--- src/rtl/fp_divsqrt_iter.sv ---
// fp_divsqrt_iter: iterative binary32 divide / square root; sqrt hardware enabled by FP_DIVSQRT_SQRT_EN
module fp_divsqrt_iter #(
    parameter int RADIX_LOG2 = 1,
    parameter int TAG_W      = 5
) (
    input  logic             in_Clk,
    input  logic             in_Rst_N,
    input  logic             in_start,
    input  logic             in_op,
    input  logic [31:0]      in_rs1,
    input  logic [31:0]      in_rs2,
    input  logic [TAG_W-1:0] in_tag,
    input  logic             in_kill,
    output logic             out_stall,
    output logic             out_valid,
    output logic [31:0]      out_data,
    output logic [TAG_W-1:0] out_tag,
    output logic [4:0]       out_flags
);
    localparam int N = 26 / RADIX_LOG2;
    localparam logic [31:0] QNAN = 32'h7fc00000;
`ifdef FP_DIVSQRT_SQRT_EN
    localparam bit SQRT_EN = 1'b1;
`else
    localparam bit SQRT_EN = 1'b0;
`endif

    typedef enum logic [1:0] {IDLE, PREP, ITER, ROUND} state_t;
    state_t state, state_n;

    logic              a_zero, a_inf, a_nan, a_snan, b_zero, b_inf, b_nan, b_snan, sd;
    logic              sp_hit;
    logic [31:0]       sp_data;
    logic [4:0]        sp_flags;
    logic              op_q, sign_q;
    logic [TAG_W-1:0]  tag_q;
    logic [7:0]        ea_q, eb_q;
    logic [22:0]       fa_q, fb_q;
    logic [23:0]       d_q;
    logic signed [9:0] exp_q, ef;
    logic [27:0]       rem_q, r_n;
    logic [25:0]       q_q, q_n, rad_q, rad_n;
    logic [4:0]        cnt;
    logic              ge, top, g, s, inc, carry, of, uf;
    logic [22:0]       frac, frac_r;

    assign a_zero = in_rs1[30:23] == 8'h00;
    assign a_inf  = in_rs1[30:23] == 8'hff && in_rs1[22:0] == 23'd0;
    assign a_nan  = in_rs1[30:23] == 8'hff && in_rs1[22:0] != 23'd0;
    assign a_snan = a_nan && !in_rs1[22];
    assign b_zero = in_rs2[30:23] == 8'h00;
    assign b_inf  = in_rs2[30:23] == 8'hff && in_rs2[22:0] == 23'd0;
    assign b_nan  = in_rs2[30:23] == 8'hff && in_rs2[22:0] != 23'd0;
    assign b_snan = b_nan && !in_rs2[22];
    assign sd     = in_rs1[31] ^ in_rs2[31];

    // special-operand decode feeding the single-cycle result path
    always_comb begin
        sp_hit   = 1'b1;
        sp_data  = QNAN;
        sp_flags = 5'b00000;
        if (in_op) begin
            if (!SQRT_EN) sp_flags = 5'b10000;
            else if (a_nan) sp_flags = {a_snan, 4'b0000};
            else if (a_zero) sp_data = {in_rs1[31], 31'd0};
            else if (in_rs1[31]) sp_flags = 5'b10000;
            else if (a_inf) sp_data = 32'h7f800000;
            else sp_hit = 1'b0;
        end else begin
            if (a_nan || b_nan) sp_flags = {a_snan | b_snan, 4'b0000};
            else if ((a_zero && b_zero) || (a_inf && b_inf)) sp_flags = 5'b10000;
            else if (a_inf) sp_data = {sd, 31'h7f800000};
            else if (b_zero) begin
                sp_data  = {sd, 31'h7f800000};
                sp_flags = 5'b01000;
            end
            else if (a_zero || b_inf) sp_data = {sd, 31'd0};
            else sp_hit = 1'b0;
        end
    end

    // state register
    always_ff @(posedge in_Clk or negedge in_Rst_N) begin
        if (!in_Rst_N) state <= IDLE;
        else state <= state_n;
    end

    // next state: kill always wins and returns to IDLE
    always_comb begin
        state_n = state;
        if (in_kill) state_n = IDLE;
        else begin
            case (state)
                IDLE:    state_n = (in_start && !sp_hit) ? PREP : IDLE;
                PREP:    state_n = ITER;
                ITER:    state_n = (cnt == 5'(N - 1)) ? ROUND : ITER;
                default: state_n = IDLE;
            endcase
        end
    end

    assign out_stall = state != IDLE;

    // RADIX_LOG2 restoring steps per cycle: divide shifts the remainder, sqrt pulls two radicand bits
    always_comb begin
        r_n   = rem_q;
        q_n   = q_q;
        rad_n = rad_q;
        ge    = 1'b0;
        for (int k = 0; k < RADIX_LOG2; k++) begin
            if (op_q) begin
                r_n   = {r_n[25:0], rad_n[25:24]};
                rad_n = {rad_n[23:0], 2'b00};
                ge    = r_n >= {q_n, 2'b01};
                if (ge) r_n = r_n - {q_n, 2'b01};
            end else begin
                ge = r_n >= {4'd0, d_q};
                if (ge) r_n = r_n - {4'd0, d_q};
                r_n = {r_n[26:0], 1'b0};
            end
            q_n = {q_n[24:0], ge};
        end
    end

    // operand capture, unpack/initialisation and iteration registers
    always_ff @(posedge in_Clk or negedge in_Rst_N) begin
        if (!in_Rst_N) begin
            op_q   <= 1'b0;
            sign_q <= 1'b0;
            tag_q  <= '0;
            ea_q   <= 8'd0;
            eb_q   <= 8'd0;
            fa_q   <= 23'd0;
            fb_q   <= 23'd0;
            d_q    <= 24'd0;
            exp_q  <= 10'sd0;
            rem_q  <= 28'd0;
            q_q    <= 26'd0;
            rad_q  <= 26'd0;
            cnt    <= 5'd0;
        end else if (state == IDLE) begin
            if (in_start) begin
                op_q   <= in_op & SQRT_EN;
                sign_q <= in_op ? 1'b0 : sd;
                tag_q  <= in_tag;
                ea_q   <= in_rs1[30:23];
                eb_q   <= in_rs2[30:23];
                fa_q   <= in_rs1[22:0];
                fb_q   <= in_rs2[22:0];
            end
        end else if (state == PREP) begin
            cnt   <= 5'd0;
            d_q   <= {1'b1, fb_q};
            q_q   <= 26'd0;
            rem_q <= op_q ? 28'd0 : {4'd0, 1'b1, fa_q};
            rad_q <= ea_q[0] ? {2'b01, fa_q, 1'b0} : {1'b1, fa_q, 2'b00};
            exp_q <= op_q ? $signed({3'd0, ea_q[7:1]} + 10'd63 + {9'd0, ea_q[0]})
                          : $signed({2'd0, ea_q}) - $signed({2'd0, eb_q}) + 10'sd127;
        end else if (state == ITER) begin
            rem_q <= r_n;
            q_q   <= q_n;
            rad_q <= rad_n;
            cnt   <= cnt + 5'd1;
        end
    end

    assign top    = q_q[25];
    assign frac   = top ? q_q[24:2] : q_q[23:1];
    assign g      = top ? q_q[1] : q_q[0];
    assign s      = (top & q_q[0]) | (rem_q != 28'd0);
    assign inc    = g & (s | frac[0]);
    assign carry  = inc & (&frac);
    assign frac_r = frac + {22'd0, inc};
    assign ef     = exp_q - $signed({9'd0, !top}) + $signed({9'd0, carry});
    assign of     = ef > 10'sd254;
    assign uf     = ef < 10'sd1;

    // result registers: special path from IDLE, rounded result from ROUND
    always_ff @(posedge in_Clk or negedge in_Rst_N) begin
        if (!in_Rst_N) begin
            out_valid <= 1'b0;
            out_data  <= 32'd0;
            out_tag   <= '0;
            out_flags <= 5'd0;
        end else begin
            out_valid <= 1'b0;
            if (!in_kill && state == IDLE && in_start && sp_hit) begin
                out_valid <= 1'b1;
                out_data  <= sp_data;
                out_flags <= sp_flags;
                out_tag   <= in_tag;
            end else if (!in_kill && state == ROUND) begin
                out_valid <= 1'b1;
                out_data  <= of ? {sign_q, 8'hff, 23'd0} : uf ? {sign_q, 31'd0} : {sign_q, ef[7:0], frac_r};
                out_flags <= {2'b00, of, uf, of | uf | g | s};
                out_tag   <= tag_q;
            end
        end
    end
endmodule

--- config.mk ---
export PLATFORM = sky130hd
export DESIGN_NAME = fp_divsqrt_iter
export DESIGN_NICKNAME = d
export VERILOG_FILES = /design/src/rtl/fp_divsqrt_iter.sv
export SDC_FILE = /design/constraint.sdc
export NUM_CORES = 1
export LEC_CHECK = 0
export BUFFER_PORTS_ARGS = -buffer_cell sky130_fd_sc_hd__buf_2
export CORE_ASPECT_RATIO = 1.2
export CORE_MARGIN = 4
export CORE_UTILIZATION = 45
export CTS_CLUSTER_SIZE = 14
export DETAILED_ROUTE_END_ITERATION = 12
export SYNTH_ARGS = -nofsm -noshare
export SYNTH_HDL_FRONTEND = slang
export SYNTH_SLANG_ARGS = --single-unit
--- constraint.sdc ---
create_clock -name in_Clk -period 12.2 [get_ports in_Clk]
set_input_delay 1.22 -clock in_Clk [delete_from_list [all_inputs] [get_ports in_Clk]]
set_output_delay 1.22 -clock in_Clk [all_outputs]
set_load 0.02 [all_outputs]
==> impl_results.html <==
<table>
<tr><th>Metric</th><th>Value</th></tr>
<tr><th colspan="2">Status</th></tr>
<tr><td>Outcome</td><td>complete, no violations</td></tr>
<tr><th colspan="2">Global routing</th></tr>
<tr><td>Number of antenna violations at the first check in global routing</td><td>0</td></tr>
<tr><td>Total global routing track utilization</td><td>20.59%</td></tr>
<tr><td>Maximum number of pins on one net before global-route repair</td><td>103</td></tr>
<tr><td>Wire length of the first global-routing pass</td><td>49.02 mm</td></tr>
<tr><td>Vias in the first global route</td><td>9284</td></tr>
<tr><td>Remaining global-route overflow</td><td>0</td></tr>
<tr><th colspan="2">Final layout</th></tr>
<tr><td>Layout area overhead</td><td>12.93%</td></tr>
<tr><td>Post-route insts no fill</td><td>1661</td></tr>
<tr><td>Post-layout net count</td><td>1445</td></tr>
<tr><td>Share of layout cells above drive strength 1</td><td>18.78%</td></tr>
<tr><td>Most frequent standard cell in the layout excluding fill and tap cells</td><td>sky130_fd_sc_hd__dfrtp_1</td></tr>
<tr><td>Seq. cell area</td><td>0.005155 sq mm</td></tr>
<tr><td>Diode count</td><td>0</td></tr>
<tr><td>Fill count</td><td>2398</td></tr>
<tr><td>Combined area of the multi-input logic cells</td><td>0.006156 sq mm</td></tr>
<tr><td>Commonest cells after routing, fill and taps aside</td><td>sky130_fd_sc_hd__dfrtp_1 (206), sky130_fd_sc_hd__buf_2 (116), sky130_fd_sc_hd__nand2_1 (112), sky130_fd_sc_hd__o21ai_0 (94), sky130_fd_sc_hd__inv_1 (79)</td></tr>
<tr><th colspan="2">Clock tree</th></tr>
<tr><td>CTS HTree Levels</td><td>1</td></tr>
<tr><td>Post-CTS setup buffer count</td><td>0</td></tr>
<tr><td>CTS Root Cell</td><td>sky130_fd_sc_hd__clkbuf_16</td></tr>
<tr><td>Maximum clock insertion buffer count</td><td>3</td></tr>
<tr><td>Skew-Pair Late Insertion Delay</td><td>0.52 ns</td></tr>
<tr><td>Post-cts hold buffer count</td><td>0</td></tr>
<tr><td>Clock Sink Count</td><td>206</td></tr>
<tr><td>Number of buffers created by CTS</td><td>23</td></tr>
<tr><td>Cells resized by post-CTS repair</td><td>0</td></tr>
<tr><td>Clock-pin slew on the worst setup and hold paths</td><td>0.06 ns</td></tr>
<tr><td>Clock tree from TritonCTS</td><td>yes</td></tr>
<tr><th colspan="2">Place</th></tr>
<tr><td>Worst slack at placement</td><td>7.120 ns</td></tr>
<tr><td>Port Buf Inserts</td><td>117</td></tr>
<tr><td>Routability congestion estimate from global placement</td><td>0.8701</td></tr>
<tr><td>HPWL after DPL</td><td>21.73 mm</td></tr>
<tr><td>Number of placed instances with taps included</td><td>1621</td></tr>
<tr><th colspan="2">Timing</th></tr>
<tr><td>Total negative setup slack</td><td>0 ns</td></tr>
<tr><td>Final Max Tran Viols</td><td>0</td></tr>
<tr><td>Worst Max-Slew Pin Slew</td><td>1.061 ns</td></tr>
<tr><td>Period utilisation layout</td><td>42.46%</td></tr>
<tr><td>Post-layout minimum cycle time</td><td>5.180 ns</td></tr>
<tr><td>Final setup vio count</td><td>0</td></tr>
<tr><td>Setup repair after global routing missed its margin</td><td>false</td></tr>
<tr><td>Clock Skews</td><td>0.01198 ns</td></tr>
<tr><td>Achievable Freq</td><td>193.1 MHz</td></tr>
<tr><td>Worst relative slew slack</td><td>28.84%</td></tr>
<tr><td>Final worst slack</td><td>7.020 ns</td></tr>
<tr><td>Number of hold violations in the final report</td><td>0</td></tr>
<tr><th colspan="2">Die</th></tr>
<tr><td>Initial cell density of the core</td><td>46.16%</td></tr>
<tr><td>Die area</td><td>0.02904 sq mm</td></tr>
<tr><td>I/O pin count</td><td>118</td></tr>
<tr><td>Die Y-Extent</td><td>185.9 microns</td></tr>
<tr><td>Core box area</td><td>0.02570 sq mm</td></tr>
<tr><td>Floorplan die width</td><td>156.2 microns</td></tr>
<tr><td>Standard-cell rows</td><td>64</td></tr>
<tr><th colspan="2">Yosys</th></tr>
<tr><td>Post-synthesis cell area</td><td>0.01187 sq mm</td></tr>
<tr><td>Share of flip-flops with an asynchronous set or reset after synthesis</td><td>100.0%</td></tr>
<tr><td>Number of enable-type register cells in the synthesized netlist</td><td>0</td></tr>
<tr><td>Yosys warning total</td><td>0</td></tr>
<tr><td>Synthesized Nets</td><td>1359</td></tr>
<tr><td>Count of different cell masters after synthesis</td><td>75</td></tr>
<tr><td>Syn_area_per_cell</td><td>9.647 sq um</td></tr>
<tr><td>Portion of the post-synthesis area used by sequential elements</td><td>43.44%</td></tr>
<tr><td>Synthesized instance count</td><td>1230</td></tr>
<tr><td>Dominant synthesized flop cell</td><td>sky130_fd_sc_hd__dfrtp_1</td></tr>
<tr><td>Number of flip-flops and latches in the synthesized netlist</td><td>206</td></tr>
<tr><th colspan="2">Critical path</th></tr>
<tr><td>Cell type of the slowest stage on the worst timing path</td><td>sky130_fd_sc_hd__and3_1</td></tr>
<tr><td>Required time of the critical path</td><td>12.66 ns</td></tr>
<tr><td>Crit Path Class</td><td>flop to flop</td></tr>
<tr><td>Element type at the critical path end</td><td>flop</td></tr>
<tr><td>Largest delay share family, worst path</td><td>simple AND/OR/NAND/NOR gates</td></tr>
<tr><td>Ordered list of cells on the worst path</td><td>or4_1 -&gt; nor4_1 -&gt; a21oi_1 -&gt; nand4_1 -&gt; ha_1 -&gt; inv_1 -&gt; ha_1 -&gt; a211oi_1 -&gt; o21ai_0 -&gt; a2111oi_0 -&gt; nor3_1 -&gt; xnor2_1 -&gt; and2_1 -&gt; and3_1 -&gt; a32o_1</td></tr>
<tr><td>Highest fanout seen on the critical path</td><td>22</td></tr>
<tr><td>Bufs and invs on worst path</td><td>1</td></tr>
<tr><td>Critical Path Start Type</td><td>flop</td></tr>
<tr><td>Cell repeated most along the worst path</td><td>sky130_fd_sc_hd__ha_1</td></tr>
<tr><td>Slowest cell delay on critical path</td><td>0.65 ns</td></tr>
<tr><td>Crit path from</td><td>rem_q[24]</td></tr>
<tr><td>Crit path DAT</td><td>5.64 ns</td></tr>
<tr><td>Worst R2R Start</td><td>rem_q[24]</td></tr>
<tr><td>Reg-to-reg slack, setup</td><td>7.02 ns</td></tr>
<tr><th colspan="2">Route</th></tr>
<tr><td>Post-detailed-route wirelength per cell</td><td>18.07 microns</td></tr>
<tr><td>Detail Route Antenna Nets</td><td>0</td></tr>
<tr><td>Average via count per standard cell</td><td>5.734</td></tr>
<tr><td>Number of design rule violations left after detail routing</td><td>0</td></tr>
<tr><td>Total number of vias</td><td>9524</td></tr>
<tr><td>Sum of routed wire length over all layers</td><td>30.02 mm</td></tr>
<tr><td>First drt pass iteration count</td><td>5</td></tr>
<tr><td>Iteration-0 DRC Markers</td><td>452</td></tr>
<tr><th colspan="2">Job</th></tr>
<tr><td>Max-Cap Viols</td><td>0</td></tr>
<tr><th colspan="2">Power</th></tr>
<tr><td>Leakage power</td><td>5.796 nW</td></tr>
<tr><td>Power density normalized to cell area</td><td>228.4 mW/mm^2</td></tr>
<tr><td>Maximum vdd ir drop</td><td>0.0001282 V</td></tr>
<tr><th colspan="2">Hold path</th></tr>
<tr><td>Hold/Removal Path Class</td><td>flop to flop</td></tr>
<tr><td>Startpoint of the tightest hold check path</td><td>d_q[23]</td></tr>
</table>
## synthesized netlist by cell type (all sizes together), types with 18 or more instances
cell / count / area [sq um]
dfrtp: 206 / 5155
nor4: 30 / 187.7
xor2: 20 / 175.2
nor3: 20 / 100.1
xnor2: 35 / 306.5
nand3: 25 / 130.1
nand2: 114 / 430.4
ha: 52 / 650.6
buf: 18 / 91.34
clkbuf: 45 / 171.4
nand4: 20 / 125.1
inv: 80 / 300.3
nor2: 59 / 221.5
mux2i: 29 / 290.3
a22o: 22 / 192.7
a21oi: 60 / 300.3
a22oi: 25 / 187.7
mux2: 74 / 833.3
o21ai: 95 / 475.5
## per-stage QoR
stage,hold slack (ns),instance area [sq um],utilization [%],power (mW)
5_1_grt,0.4829,13400,52.13,3.310
6_report,0.4514,13400,52.13,3.061
4_1_cts,0.4472,13400,52.13,3.077
3_3_place_gp,0.4331,12670,49.29,2.378
2_1_floorplan,0.4181,11870,-,2.058
3_5_place_dp,0.4340,12670,49.29,2.386
## routing by layer
| layer | vias up | part of all wire [%] | routed length, microns | global-route usage [%] |
|---|---|---|---|---|
| met5 | - | 0 | 0 | 0 |
| met4 | 0 | 2.5 | 745 | 5.486 |
| met3 | 43 | 4.4 | 1322 | 2.791 |
| met2 | 211 | 47 | 14170 | 34.40 |
| met1 | 4618 | 46 | 13780 | 28.31 |
| li1 | 4652 | - | - | - |
## state kept, by name (all words and copies together), names as in the netlist, 8 cells and up
register  count
ea_q          8
out_data     32
rem_q        28
q_q          26
d_q          24
fb_q         23
eb_q          8
exp_q        10
fa_q         23
## kinds of logic after synthesis
| kind of cell | Yosys count | synth area share [%] |
|---|---|---|
| buffers and inverters | 143 | 4.745 |
| multiplexers | 103 | 9.469 |
| flip-flops | 206 | 43.44 |
| AND/OR/NAND/NOR | 338 | 14.20 |
| AO/OA/AOI/OAI | 330 | 18.09 |
| XOR/XNOR | 55 | 4.059 |
| adder cells (fa/ha/maj) | 55 | 5.989 |
## report_power, final
group	internal, mW	switching, mW	total, mW
sequential	0.833	0.129	0.962
combinational	0.601	0.826	1.43
clock	0.390	0.283	0.673
## path summary, 6_finish.rpt
| path | to | cells past startpoint |
|---|---|---|
| setup reg to reg | out_data[8] | 15 |
| setup / recovery | out_data[8] | 15 |
| min in group asynchronous | out_data[12] | 1 |
| hold / removal | d_q[23] | 2 |
| hold reg to reg | d_q[23] | 2 |
| max in group asynchronous | d_q[11] | 2 |
## area by class of cell
class / instances / area share [%]
repair buffers: 124 / 4.827
multi-input cells: 881 / 45.94
well taps: 330 / 3.081
clock inverters: 8 / 0.6723
inverters: 80 / 2.241
clock buffers: 32 / 4.771
flip-flops and latches: 206 / 38.47
## worst min-delay path: stages, from the launching register on
cell,delay [ns]
sky130_fd_sc_hd__dfrtp_1,0.32
sky130_fd_sc_hd__inv_1,0.05
sky130_fd_sc_hd__nand2_1,0.05
(Power assumes the default switching activity.)
